--- src/rtl/seg7_capture.sv ---
// seg7_capture: recovers the hex nibble shown on each position of a multiplexed,
// active-low seven-segment bus. Inputs are synchronized, filtered by a
// stability window, decoded back to a nibble and stored per digit. Patterns
// that are neither a hex glyph nor blank raise an error pulse and are counted.
module seg7_capture #(
    parameter int NUM_DIGITS    = 4,
    parameter int STABLE_CYCLES = 4,
    parameter int IDX_W         = 2
) (
    input  logic                    clk,
    input  logic                    reset_n,
    input  logic [6:0]              seg_n,
    input  logic [NUM_DIGITS-1:0]   an_n,
    input  logic                    clear,
    output logic [4*NUM_DIGITS-1:0] value,
    output logic [NUM_DIGITS-1:0]   digit_valid,
    output logic [NUM_DIGITS-1:0]   blank,
    output logic                    update,
    output logic                    err,
    output logic [IDX_W-1:0]        err_digit,
    output logic [7:0]              err_count
);

    // Counter only needs to reach STABLE_CYCLES-1; keep at least one bit.
    localparam int CNT_W = (STABLE_CYCLES > 1) ? $clog2(STABLE_CYCLES) : 1;
    localparam logic [CNT_W-1:0] CNT_LAST = CNT_W'(STABLE_CYCLES - 1);
    localparam int SAMPLE_W = 7 + NUM_DIGITS;
    localparam logic [6:0] SEG_BLANK = 7'b1111111;

    typedef enum logic [1:0] {
        IDLE  = 2'd0,
        COUNT = 2'd1,
        HELD  = 2'd2
    } state_t;

    // Inverse of the hex-to-segment encoder: returns {hit, nibble}.
    function automatic logic [4:0] decode_glyph(input logic [6:0] s);
        logic [4:0] r;
        case (s)
            7'b1000000: r = 5'h10;
            7'b1111001: r = 5'h11;
            7'b0100100: r = 5'h12;
            7'b0110000: r = 5'h13;
            7'b0011001: r = 5'h14;
            7'b0010010: r = 5'h15;
            7'b0000010: r = 5'h16;
            7'b1111000: r = 5'h17;
            7'b0000000: r = 5'h18;
            7'b0011000: r = 5'h19;
            7'b0001000: r = 5'h1A;
            7'b0000011: r = 5'h1B;
            7'b1000110: r = 5'h1C;
            7'b0100001: r = 5'h1D;
            7'b0000110: r = 5'h1E;
            7'b0001110: r = 5'h1F;
            default:    r = 5'h00;
        endcase
        return r;
    endfunction

    // True when exactly one digit enable is driven low.
    function automatic logic one_hot_low(input logic [NUM_DIGITS-1:0] a);
        int zeros;
        zeros = 0;
        for (int i = 0; i < NUM_DIGITS; i++) begin
            if (!a[i]) zeros++;
        end
        return (zeros == 1);
    endfunction

    // Position of the low enable; only meaningful when one_hot_low() holds.
    function automatic logic [IDX_W-1:0] low_index(input logic [NUM_DIGITS-1:0] a);
        logic [IDX_W-1:0] idx;
        idx = '0;
        for (int i = 0; i < NUM_DIGITS; i++) begin
            if (!a[i]) idx = IDX_W'(i);
        end
        return idx;
    endfunction

    logic [6:0]            seg_s1, seg_s2;
    logic [NUM_DIGITS-1:0] an_s1, an_s2;
    logic [SAMPLE_W-1:0]   sample, prev_sample;
    logic                  changed, sel_ok, commit;
    state_t                state, state_next;
    logic [CNT_W-1:0]      cnt, cnt_next;
    logic [4:0]            glyph;
    logic                  is_blank;
    logic [IDX_W-1:0]      idx;

    // Two-flop synchronizer on the asynchronous display bus.
    always_ff @(posedge clk or negedge reset_n) begin
        if (!reset_n) begin
            seg_s1 <= '0;
            seg_s2 <= '0;
            an_s1  <= '0;
            an_s2  <= '0;
        end else begin
            seg_s1 <= seg_n;
            seg_s2 <= seg_s1;
            an_s1  <= an_n;
            an_s2  <= an_s1;
        end
    end

    assign sample   = {seg_s2, an_s2};
    assign changed  = (sample != prev_sample);
    assign sel_ok   = one_hot_low(an_s2);
    assign glyph    = decode_glyph(seg_s2);
    assign is_blank = (seg_s2 == SEG_BLANK);
    assign idx      = low_index(an_s2);

    // Stability FSM state, counter and previous-sample registers.
    always_ff @(posedge clk or negedge reset_n) begin
        if (!reset_n) begin
            state       <= IDLE;
            cnt         <= '0;
            prev_sample <= '0;
        end else begin
            state       <= state_next;
            cnt         <= cnt_next;
            prev_sample <= sample;
        end
    end

    // Next-state logic: restart the window on any change, commit once when
    // the sample has been steady for the full window, then hold.
    always_comb begin
        state_next = state;
        cnt_next   = cnt;
        commit     = 1'b0;
        if (!sel_ok) begin
            // No digit (or several) selected: nothing meaningful to capture.
            state_next = IDLE;
            cnt_next   = '0;
        end else if (changed || state == IDLE) begin
            state_next = COUNT;
            cnt_next   = '0;
        end else if (state == COUNT) begin
            if (cnt == CNT_LAST) begin
                commit     = 1'b1;
                state_next = HELD;
            end else begin
                cnt_next = cnt + CNT_W'(1);
            end
        end
    end

    // Per-digit capture registers, status pulses and error bookkeeping;
    // clear wins over a same-cycle commit and drops its pulse.
    always_ff @(posedge clk or negedge reset_n) begin
        if (!reset_n) begin
            value       <= '0;
            digit_valid <= '0;
            blank       <= '0;
            update      <= 1'b0;
            err         <= 1'b0;
            err_digit   <= '0;
            err_count   <= '0;
        end else begin
            update <= 1'b0;
            err    <= 1'b0;
            if (clear) begin
                value       <= '0;
                digit_valid <= '0;
                blank       <= '0;
                err_count   <= '0;
            end else if (commit) begin
                if (glyph[4]) begin
                    value[4*int'(idx) +: 4] <= glyph[3:0];
                    digit_valid[idx]        <= 1'b1;
                    blank[idx]              <= 1'b0;
                    update                  <= 1'b1;
                end else if (is_blank) begin
                    digit_valid[idx] <= 1'b0;
                    blank[idx]       <= 1'b1;
                    update           <= 1'b1;
                end else begin
                    digit_valid[idx] <= 1'b0;
                    blank[idx]       <= 1'b0;
                    err              <= 1'b1;
                    err_digit        <= idx;
                    if (err_count != 8'hFF) err_count <= err_count + 8'd1;
                end
            end
        end
    end

endmodule

--- config.mk ---
export PLATFORM = sky130hd
export DESIGN_NAME = seg7_capture
export DESIGN_NICKNAME = d
export VERILOG_FILES = /design/src/rtl/seg7_capture.sv
export SDC_FILE = /design/constraint.sdc
export NUM_CORES = 1
export LEC_CHECK = 0
export BUFFER_PORTS_ARGS = -buffer_cell sky130_fd_sc_hd__buf_2
export CORE_MARGIN = 4
export CORE_UTILIZATION = 55
export CTS_CLUSTER_SIZE = 16
export DETAILED_ROUTE_END_ITERATION = 10
export PLACE_DENSITY = 0.77
export SYNTH_ARGS = -nofsm -noshare
export SYNTH_HDL_FRONTEND = slang
export SYNTH_SLANG_ARGS = --single-unit
--- constraint.sdc ---
create_clock -name clk -period 4.5 [get_ports clk]
set_clock_uncertainty 0.2 [all_clocks]
set_input_delay 0.225 -clock clk [delete_from_list [all_inputs] [get_ports clk]]
set_output_delay 0.225 -clock clk [all_outputs]
set_load 0.02 [all_outputs]
==> results.toml <==
[run_status]
run_status = "finished, final reports clean"

[worst_setup_path]
cp_top_family = "simple AND/OR/NAND/NOR gates"
worst_ep_required_time_ns = 4.53
worstPathArrival_ns = 4.23
crit_chain = "inv_1 > ha_1 > xnor2_1 > ha_1 > or4b_1 > a2bb2oi_1 > a2111o_1 > or2_1 > nor4_1 > mux2_1"
slowest_stage = "or4b_1"
endpoint_kind = "flip-flop"
crit_top_cell = "ha_1"
crit_fanout = 15
worstSetupPathType = "reg2reg"
cp-start-kind = "flip-flop"
crit_buf_inv = 1
cp_slowest_stage_delay_ns = 0.51
regToRegSetupSlack_ns = 0.29

[logic_synthesis]
ys_top_cells_by_count = "dfrtp_1, mux2i_1, nor2_1"
ys.flop_type = "dfrtp_1"
netlist_area_um2 = 3380
synth_cells = 307
ys_types = 50
yosysMostFrequentCell = "dfrtp_1"
synth_seq_cells = 73
yosys-top-cells-area = "dfrtp_1, mux2i_1, xnor2_1"
synth_top_area_cell = "dfrtp_1"
yosys_warnings = 0
ys_seq_area_frac = 0.540
async_flop_share = 1.00
syn_avg_cell_area_um2 = 11.0
synth_nets = 326
synth_top_area_frac = 0.540
synth_edf_count = 0

[floorplan]
initial_utilization = 0.568
die_area_um2 = 7460
row_count = 28
die_h_um = 86.4
coreArea_um2 = 5960
dieWidth_um = 86.4
pin_count = 50

[sta]
relSlewSlack = 0.365
drv_slew = 0
period_share = 0.935
finalSetupViolCount = 0
layout_min_cycle_time_ns = 4.21
hold_viol = 0
max_freq_ghz = 0.238
setup_tns_ns = 0
worst_pin_slew_ns = 0.952
whs_ns = 0.151
setup_ws_ns = 0.293
rsz0062_at_grt = "no"

[layout]
n_fill_cell = 474
nets = 384
diodes = 0
post_layout_nonfiller_instances = 445
seq_area_um2 = 1830
multi_input_area_um2 = 1450
areaGrowthSynthToFinish_pct = 18.2
layout-drive-gt1-share = 0.200

[clocking]
cts_max_level = 3
numCtsBuffers = 9
cts_setup_buffers = 0
clkLatencyLatePin_ns = 0.35
cts.clk_slew.worst_paths_ns = 0.08
cts_tree = "done"
clock-sinks = 73
clk_path_buf_depth = 2
cts-root-buf = "clkbuf_8"

[grt]
grt_pass1_wl_um = 12000
grt_pass1_vias = 2545
grt_overflow = 0
antenna_found_initial = 0
grt_max_degree = 45
grt_use_total = 0.205

[job]
cap_violations = 0

[detailed_routing]
viasPerCell = 5.72
num_vias = 2544
detail_route.iter0.violations = 204
drc = 0
ant_nets = 0
postRouteWirelength_um = 6950
wl_per_cell_um = 15.6
dr.pass1.iters = 4

[power]
power_density_nw_per_um2 = 337
p_leak_nw = 1.86
irDropWorstVdd_mv = 0.251

[place]
dpl.cell_count = 417
dp_worst_setup_slack_ns = 0.315
hpwl_um = 4660
place_congestion = 0.836
port_buffers = 49

[worst_hold_path]
hold_path_class = "reg2reg"
## sequential cells by signal, summed over array words and instances (netlist names)
signal,count
state,2
err_digit,2
update,1
an_s1,4
digit_valid,4
err,1
seg_s2,7
value,16
prev_sample,11
blank,4
seg_s1,7
err_count,8
cnt,2
an_s2,4
## what timing repair did
item                      4_1_cts  5_1_grt
hold buffers                   12        0
resized for setup               0        0
hold endpoints to repair       52        0
## kinds of logic after synthesis
logic type | after synthesis | synth area share
AO/OA/AOI/OAI | 35 | 0.0744
AND/OR/NAND/NOR | 127 | 0.211
flip-flops | 73 | 0.540
adder cells (fa/ha/maj) | 5 | 0.0185
multiplexers | 28 | 0.0855
buffers and inverters | 24 | 0.0318
XOR/XNOR | 15 | 0.0389
## per-layer routing
metal  part of all wire  global-route usage  wire length [µm]
met1               0.45               0.274              3110
met3              0.051              0.0361               353
met5                  0                   0                 0
met4              0.015              0.0963               107
met2               0.49               0.325              3380
## stage by stage
| step | total power [mW] | util | area [µm²] |
|---|---|---|---|
| 2_1_floorplan | 0.757 | - | 3380 |
| 3_3_place_gp | 0.787 | 0.614 | 3660 |
| 3_5_place_dp | 0.791 | 0.614 | 3660 |
| 4_1_cts | 1.36 | 0.671 | 4000 |
| 5_1_grt | 1.41 | 0.671 | 4000 |
| 6_report | 1.35 | 0.671 | 4000 |
## path summary, 6_finish.rpt
| kind | startpoint | to | cells after the start |
|---|---|---|---|
| min in group asynchronous | reset_n | err_digit[1]$_DFFE_PN0P_ | 2 |
| max in group asynchronous | reset_n | value[2]$_DFFE_PN0P_ | 3 |
| worst max-delay path | an_s2[1]$_DFF_PN0_ | err_count[6]$_DFFE_PN0P_ | 10 |
| worst min register to register | seg_s1[0]$_DFF_PN0_ | seg_s2[0]$_DFF_PN0_ | 0 |
| worst min-delay path | seg_s1[0]$_DFF_PN0_ | seg_s2[0]$_DFF_PN0_ | 0 |
| worst max register to register | an_s2[1]$_DFF_PN0_ | err_count[6]$_DFFE_PN0P_ | 10 |
## cell type report
| class | count | share of cell area |
|---|---|---|
| inverters | 8 | 0.00751 |
| multi-input cells | 210 | 0.362 |
| clock inverters | 6 | 0.0232 |
| well taps | 75 | 0.0235 |
| repair buffers | 63 | 0.0951 |
| flip-flops and latches | 73 | 0.457 |
| clock buffers | 10 | 0.0319 |
## cell usage in the layout, fill, tap and decap left out, types with 8 or more instances in the layout
master and count:
clkbuf_8 9, dfrtp_1 73, inv_1 8, xnor2_1 14, buf_2 49, nor4_1 9
mux2i_1 21, nor2b_1 12, nand2_1 17, nor2_1 21, nand2b_1 16, dlygate4sd3_1 12
nor3_1 19
## power by group
group / internal (mW) / total, mW / switching, mW
combinational: 0.0405 / 0.0910 / 0.0505
sequential: 0.672 / 0.694 / 0.0227
clock: 0.314 / 0.564 / 0.250
total: 1.03 / 1.35 / 0.323
## worst register-to-register path, stage by stage (launching register included)
cell       delay [ns]
dfrtp_1          0.45
inv_1            0.14
ha_1             0.35
xnor2_1          0.24
ha_1             0.29
or4b_1           0.51
a2bb2oi_1        0.16
a2111o_1         0.50
or2_1            0.49
nor4_1           0.41
mux2_1           0.37
Note: power is estimated with default switching activity, not from simulation.
